File: config.mk
export PLATFORM = sky130hd
export DESIGN_NAME = comm_master
export DESIGN_NICKNAME = d
export VERILOG_FILES = /design/src/rtl/comm_pkg.sv /design/src/rtl/comm_master_uart_tx.sv /design/src/rtl/comm_master.sv
export SDC_FILE = /design/constraint.sdc
export NUM_CORES = 1
export LEC_CHECK = 0
export BUFFER_PORTS_ARGS = -buffer_cell sky130_fd_sc_hd__buf_2
export CAP_MARGIN = 20
export CORE_MARGIN = 4
export CORE_UTILIZATION = 53
export CTS_BUF_LIST = sky130_fd_sc_hd__clkbuf_8
export CTS_CLUSTER_DIAMETER = 80
export DETAILED_ROUTE_END_ITERATION = 8
export GPL_TIMING_DRIVEN = 0
export PLACE_DENSITY = 0.79
export SETUP_SLACK_MARGIN = 0.05
export SYNTH_ARGS = -nofsm -noshare
export SYNTH_HDL_FRONTEND = slang
export SYNTH_SLANG_ARGS = --single-unit
File: constraint.sdc
create_clock -name clk -period 2.27 [get_ports clk]
set_input_delay 0.3405 -clock clk [delete_from_list [all_inputs] [get_ports clk]]
set_output_delay 0.3405 -clock clk [all_outputs]
set_load 0.005 [all_outputs]
File: src/rtl/comm_pkg.sv
// Shared types and constants for the logic-analyzer command master.
package comm_pkg;

  typedef enum logic [1:0] {
    ReadReg  = 2'b00,
    WriteReg = 2'b01,
    Dump     = 2'b10
  } opcode_e;

  localparam logic [7:0] ACK = 8'hA5;
  localparam logic [7:0] NAK = 8'hEE;

  typedef enum logic [1:0] {
    IDLE      = 2'd0,
    TX_HIGH   = 2'd1,
    TX_LOW    = 2'd2,
    WAIT_RESP = 2'd3
  } state_e;

endpackage

File: src/rtl/comm_master_uart_tx.sv
// 8N1 serializer: start 0, data LSB first, stop 1, BAUD_CNT clocks per bit.
module uart_tx #(
  parameter logic [15:0] BAUD_CNT = 16'd2604
) (
  input  logic       clk,
  input  logic       rst,
  input  logic       trmt,
  input  logic [7:0] tx_data,
  output logic       TX,
  output logic       tx_done
);

  logic        active_q;
  logic [15:0] baud_q;
  logic [3:0]  bit_q;
  logic [8:0]  shift_q;
  logic        tx_q;
  logic        bit_end;

  assign bit_end = (baud_q == BAUD_CNT - 16'd1);
  // Raised during the last stop-bit clock so a follow-on frame starts with no gap.
  assign tx_done = active_q && bit_end && (bit_q == 4'd9);
  assign TX      = tx_q;

  always_ff @(posedge clk) begin
    if (rst) begin
      active_q <= 1'b0;
      baud_q   <= '0;
      bit_q    <= '0;
      shift_q  <= '1;
      tx_q     <= 1'b1;
    end else if (trmt) begin
      active_q <= 1'b1;
      baud_q   <= '0;
      bit_q    <= '0;
      shift_q  <= {1'b1, tx_data};
      tx_q     <= 1'b0;
    end else if (active_q) begin
      if (bit_end) begin
        baud_q <= '0;
        if (bit_q == 4'd9) begin
          active_q <= 1'b0;
          tx_q     <= 1'b1;
        end else begin
          bit_q   <= bit_q + 4'd1;
          tx_q    <= shift_q[0];
          shift_q <= {1'b1, shift_q[8:1]};
        end
      end else begin
        baud_q <= baud_q + 16'd1;
      end
    end
  end

endmodule

File: src/rtl/comm_master.sv
// Command master: sends a 16-bit command as two UART bytes, then collects the
// response bytes. Optional response watchdog under `COMM_TIMEOUT_EN.
module comm_master #(
  parameter logic [15:0] BAUD_CNT    = 16'd2604,
  parameter int          ENTRIES     = 384,
  parameter int          LOG2        = 9,
  parameter logic [31:0] TIMEOUT_CYC = 32'd100000
) (
  input  logic        clk,
  input  logic        rst,
  input  logic [15:0] cmd,
  input  logic        snd_cmd,
  output logic        TX,
  input  logic        rx_rdy,
  input  logic [7:0]  rx_data,
  output logic        clr_rx_rdy,
  output logic [7:0]  resp,
  output logic        resp_vld,
  output logic        cmd_cmplt,
  output logic        busy,
  output logic        timeout
);
  import comm_pkg::*;

  state_e          state_q, state_d;
  logic [7:0]      lo_q, resp_q;
  logic [LOG2-1:0] cnt_q;
  logic            vld_q, clr_q, cmplt_q;
  logic            trmt, tx_done, take, last, tmo_hit, accept;
  logic [7:0]      tx_byte;

  assign accept = (state_q == IDLE) && snd_cmd;
  assign take   = (state_q == WAIT_RESP) && rx_rdy;
  assign last   = (cnt_q == LOG2'(1));

  always_ff @(posedge clk) begin
    if (rst) state_q <= IDLE;
    else     state_q <= state_d;
  end

  always_comb begin
    state_d = state_q;
    case (state_q)
      IDLE:      if (snd_cmd) state_d = TX_HIGH;
      TX_HIGH:   if (tx_done) state_d = TX_LOW;
      TX_LOW:    if (tx_done) state_d = WAIT_RESP;
      WAIT_RESP: if ((take && last) || tmo_hit) state_d = IDLE;
      default:   state_d = IDLE;
    endcase
  end

  // High byte goes straight from the cmd input so TX starts on the accept edge.
  always_comb begin
    trmt    = 1'b0;
    tx_byte = lo_q;
    busy    = 1'b1;
    case (state_q)
      IDLE: begin
        trmt    = snd_cmd;
        tx_byte = cmd[15:8];
        busy    = 1'b0;
      end
      TX_HIGH: trmt = tx_done;
      default: ;
    endcase
  end

  always_ff @(posedge clk) begin
    if (rst) begin
      lo_q    <= '0;
      resp_q  <= '0;
      cnt_q   <= '0;
      vld_q   <= 1'b0;
      clr_q   <= 1'b0;
      cmplt_q <= 1'b0;
    end else begin
      vld_q   <= take;
      clr_q   <= take;
      cmplt_q <= take && last;
      if (take) begin
        resp_q <= rx_data;
        cnt_q  <= cnt_q - LOG2'(1);
      end
      if (accept) begin
        lo_q  <= cmd[7:0];
        cnt_q <= (opcode_e'(cmd[15:14]) == Dump) ? LOG2'(ENTRIES) : LOG2'(1);
      end
    end
  end

`ifdef COMM_TIMEOUT_EN
  logic [31:0] tmo_q;
  logic        to_q;

  assign tmo_hit = (state_q == WAIT_RESP) && !rx_rdy && (tmo_q == TIMEOUT_CYC - 32'd1);

  always_ff @(posedge clk) begin
    if (rst || (state_q != WAIT_RESP) || rx_rdy) tmo_q <= '0;
    else                                          tmo_q <= tmo_q + 32'd1;
  end

  always_ff @(posedge clk) begin
    if (rst || accept) to_q <= 1'b0;
    else if (tmo_hit)  to_q <= 1'b1;
  end

  assign timeout = to_q;
`else
  assign tmo_hit = 1'b0;
  // No watchdog in this build; the parameter is referenced only to keep it declared.
  assign timeout = 1'b0 & (TIMEOUT_CYC != 32'd0);
`endif

  uart_tx #(.BAUD_CNT(BAUD_CNT)) u_tx (
    .clk     (clk),
    .rst     (rst),
    .trmt    (trmt),
    .tx_data (tx_byte),
    .TX      (TX),
    .tx_done (tx_done)
  );

  assign resp       = resp_q;
  assign resp_vld   = vld_q;
  assign clr_rx_rdy = clr_q;
  assign cmd_cmplt  = cmplt_q;

endmodule

# Yosys cells after proc, flatten, opt, wreduce, memory -nomap -nowiden
# Cells that the tools add are included.
# op_classes
reduce_logical	14
n_bitwise	1
n_eq_ne	12
add_sub_neg	3
n_mux	24
# op_table
cell	n
2-to-1 mux 8 bit	5
2-to-1 mux 9 bit	3
adder 16 x 1 -> 16 bit, second input constant	1
== test 16 x 12 -> 1 bit, second input constant	1
2-to-1 mux 16 bit	1
== test 9 x 1 -> 1 bit, second input constant	1
2-to-1 mux 1 bit	9
subtractor 9 x 1 -> 9 bit, second input constant	1
2-to-1 mux 2 bit	4
inequality test 2 bit, second input constant	4
one-hot mux 2 bit (4 select lines)	1
== test 2 bit, second input constant	3
AND reduction 3 bit	2
nonzero test 2 bit	3
logical AND 1 bit	5
adder 4 x 1 -> 4 bit, second input constant	1
== test 4 bit, second input constant	1
AND reduction 4 bit	1
== test 2 x 1 -> 1 bit, second input constant	1
logical NOT 2 bit	1
inequality test 2 x 1 -> 1 bit, second input constant	1
one-hot mux 1 bit (2 select lines)	1
AND reduction 2 bit	1
OR reduction 2 bit	1
NOT 1 bit	1
# totals
output_inout_bits	14
input_bits	28
regBits	59

# Depth between registers and ports, before layout
# logic_depth
ltp_word	6
mapped_depth	8
ltp_nobuf	7

# Hierarchy
# A second synthesis with hierarchy kept.
# unflattened
cells_unflattened	336
hier_area_um2	2872.8
# modules_own_cells
mod	cells_per_inst	area_each_um2	instances
uart_tx	172	1503.9	1
comm_master	164	1368.8	1

# Worst setup path before layout
# OpenSTA, ideal clock, no wires.
# synth_timing
path_kind	reg-to-reg
start	reg u_tx.baud_q[2]
end	reg u_tx.shift_q[3]
arrival_ns	1.998
setup_time_ns	0.132
path_stages_with_launch	7
n_path_buf	1
slack_ns	0.140
cell_sequence	dfxtp_1 -> or4b_4 -> nor4_4 -> a31oi_2 -> buf_6 -> a2111oi_1 -> a21oi_1
# synth_between
elab_chain_cells	6
# synth_lines
item	line	text
start: declaration	comm_master_uart_tx.sv:14	logic [15:0] baud_q;
start signal: assignment	comm_master_uart_tx.sv:50	baud_q <= baud_q + 16'd1;
== test 16 x 12 -> 1 bit *	comm_master_uart_tx.sv:20	assign bit_end = (baud_q == BAUD_CNT - 16'd1);
logical AND 1 bit (2 in a row)	comm_master_uart_tx.sv:22	assign tx_done = active_q && bit_end && (bit_q == 4'd9);
one-hot mux 1 bit (2 select lines)	comm_master.sv:57	case (state_q)
inequality test 2 bit (no line) / nonzero test 2 bit (equally long branches)	-	
AND reduction 3 bit (no line)	-	
end signal: assignment	comm_master_uart_tx.sv:36	shift_q <= {1'b1, tx_data};
end signal: assignment	comm_master_uart_tx.sv:47	shift_q <= {1'b1, shift_q[8:1]};
end: declaration	comm_master_uart_tx.sv:16	logic [8:0] shift_q;
# Every way passes the cells marked *; elsewhere a longest branch is shown, timed or not.
# A chain may end at the register's enable or synchronous reset.

# Worst setup path in the final report
# layout_timing
start	reg u_tx.baud_q[7]
end	reg u_tx.shift_q[6]
# The elaborated chain is that of the path after synthesis.

==> impl_metrics.yaml <==
run_status:
  status: "complete, no violations"
floorplan:
  die_width_um: 80.7
  fp.coreArea_sq_um: 5110
  io_pins: 42
  std_cell_rows: 26
  fp.dieArea_sq_um: 6510
  floorplan.die.height_um: 80.7
  floorplan.initialDensity_pct: 54.8
cells_and_area:
  layout.cells.most_common: "sky130_fd_sc_hd__dfxtp_1"
  regArea_sq_um: 1190
  syn_to_final_growth_pct: 22.7
  final_cell_mix: "sky130_fd_sc_hd__dfxtp_1 (55), sky130_fd_sc_hd__nand2_1 (45), sky130_fd_sc_hd__buf_2 (40)"
  final_util_pct: 67.2
  nets: 417
  drive_above_1_share_pct: 21.8
  multiInputGateArea_sq_um: 1580
  finish.instance_area_sq_um: 3430
  stdcell_count: 455
  insertedDiodeCount: 0
  filler_cell_count: 427
clock_network:
  tritoncts_num_sinks: 59
  path_clk_slew_ns: 0.07
  ctsLongestPathBuffers: 2
  cts_root_buffer: "sky130_fd_sc_hd__clkbuf_8"
  clock_insertion_delay_at_the_later_pin_of_the_skew_report_ns: 0.34
  tritoncts_buffers: 9
  cts_tree: "done"
  cts.htree.levels: 3
  cts_hold_buf: 0
pwr:
  overall_power_after_layout_mw: 3.26
  vdd_drop_max_v: 0.000519
  power_density_nw_per_um2: 949
  total_leakage_power_nw: 1.30
timing:
  report.final.setup_viol: 0
  period_minus_slack_ns: 2.24
  slew_viol_final: 0
  timing.fmax_mhz: 447
  setup_repair_after_global_routing_missed_its_margin: "true"
  hold_violations: 0
  tightest_slew_ns: 0.617
  clock_skew_ns: 0.0137
  slew-limit-headroom_pct: 58.5
  min_period_over_period_pct: 98.5
critical_path:
  criticalPathCategory: "reg -> reg"
  crit_arrival_ns: 2.44
  crit_start: "u_tx.baud_q[7]"
  worst_setup_path_start_kind: "register"
  worst_setup_path_end_kind: "register"
  rr_startpoint: "u_tx.baud_q[7]"
  cp_data_required_time_ns: 2.47
  critPathMaxFanout: 5
global_route:
  grt_max_degree: 13
  grtUsageTotal_pct: 20.8
  wire_length_of_the_first_global_routing_pass_um: 10300
  antenna_found_initial: 0
  via_count_of_the_first_global_routing_pass: 2296
  grt.overflow.total: 0
worst_hold_path:
  min_from: "cmd[4]"
  worst_min_delay_path_category: "in -> reg"
placed_design:
  io_buffer_count: 40
  post_dp_cell_area_sq_um: 3090
  dp.cells: 437
  place.gp.congestion: 0.781
  dp.final_hpwl_um: 4300
drt:
  post-route-drc-count: 0
  detail_route.iter0.violations: 146
  vias: 2489
  detailed_routing_iterations_pass_1: 4
  route.antenna.remaining_nets: 0
  avgViaCountPerCell: 5.47
  avg_wl_per_cell_um: 14.1
  routed_wire_length_um: 6410
synthesis:
  synthArstFlopShare_pct: 0
  ys.warnings.count: 0
  synth.yosys.seq_area_share_pct: 42.2
  synth_top_area_share_pct: 42.2
  yosys.area.top_type: "sky130_fd_sc_hd__dfxtp_1"
  netlist_top_cells_area: "sky130_fd_sc_hd__dfxtp_1 (42%), sky130_fd_sc_hd__a21oi_1 (6.8%), sky130_fd_sc_hd__nand2_1 (6.0%)"
  number_of_standard_cells_after_synthesis: 327
  synth.ff_latch_count: 59
  syn-cell-area_sq_um: 2800
  synth.net_count: 364
  synth_edf_count: 0
  distinct_cell_type_count_after_synthesis: 51
  synthesis.area_per_instance_sq_um: 8.56
  ys_dominant_reg_cell: "sky130_fd_sc_hd__dfxtp_1"
flow_run:
  maxCapViolCount: 0
## registers in the layout, indices dropped and copies added (netlist names)
register / cells
clr_rx_rdy: 1
cmd_cmplt: 1
cnt_q: 9
lo_q: 8
resp: 8
state_q: 2
u_tx.TX: 1
u_tx.active_q: 1
u_tx.baud_q: 16
u_tx.bit_q: 4
u_tx.shift_q: 8
## stage by stage
stage	hold slack, ns	setup TNS (ns)	setup slack (ns)
final	0.230	0	0.0330
after global routing	0.228	-0.0430	-0.0430
after CTS	0.215	0	0.00671
after detailed placement	0.443	-0.871	-0.204
after global placement	0.440	-0.411	-0.145
after floorplan	0.432	0	0.140
## per-layer routing
metal  GRT usage, %  wire length (um)  share of wire, %  up-vias
li1               -                 -                 -     1245
met1           25.7              2840                44     1165
met2           32.8              3060                48       62
met3           6.05               340               5.3       17
met4           10.3               169               2.6        0
met5              0                 0                 0        -
## final timing paths
| path | to | slack (ns) | depth (start not counted) |
|---|---|---|---|
| max | u_tx.shift_q[6] | 0.03 | 7 |
| min | lo_q[4] | 0.23 | 3 |
| max reg2reg | u_tx.shift_q[6] | 0.03 | 7 |
| min reg2reg | lo_q[7] | 0.45 | 2 |
## report_power, final
group | leakage [nW] | switching, mW | internal, mW
logic | 0.697 | 0.552 | 0.349
registers | 0.482 | 0.106 | 1.17
clock network | 0.117 | 0.414 | 0.672
total | 1.30 | 1.07 | 2.19
## critical path: stages (launching register included)
cell and delay, ns:
sky130_fd_sc_hd__dfxtp_2 0.35, sky130_fd_sc_hd__or4b_4 0.56, sky130_fd_sc_hd__nor4_4 0.34, sky130_fd_sc_hd__buf_4 0.18
sky130_fd_sc_hd__and2_4 0.15, sky130_fd_sc_hd__buf_8 0.13, sky130_fd_sc_hd__mux2i_1 0.25, sky130_fd_sc_hd__a21oi_1 0.13
## cells by family (layout without fill, tap and decap cells)
kind of cell               after synthesis  after routing  share of synthesized area (%)
muxes                                   11             11                           3.93
and+or+nand+nor                        137            137                           25.2
buffers and inverters                   29             87                           4.56
adders and majority gates                9              9                           4.02
other                                    1              1                          0.134
xor gates and xnor gates                14             14                           4.38
AOI/OAI and AO/OA                       67             67                           15.6
DFF                                     59             59                           42.2
## repair_timing
action,CTS,global route
pin swaps,1,3
endpoints found under the setup margin,20,10
gates resized for setup,2,18
gates cloned,0,1
setup buffers,2,0
## synth_stat cells (all sizes together), types with 2 or more instances
master and count:
or3 3, o21bai 2, nand2 45, o21ai 7
buf 5, nand3 10, and4 2, nor4 3
or4 2, mux2i 11, a211oi 3, a31oi 2
xnor2 7, nand4 7, nor3 3, nor2 29
clkbuf 11, nor3b 3, dfxtp 59, nand2b 7
and2 10, and3 3, a21oi 38, nor2b 3
xor2 7, inv 12, a2111oi 7, ha 9
nand3b 2
## layout make-up
class | count | share of cell area, %
Timing Repair Buffer | 43 | 6.48
Clock inverter | 5 | 2.22
Inverter | 13 | 1.42
Multi-Input combinational cell | 239 | 46.0
Clock buffer | 11 | 4.41
Tap cell | 70 | 2.55
Sequential cell | 59 | 34.5
Buffer | 15 | 2.40
(Power assumes the default switching activity.)
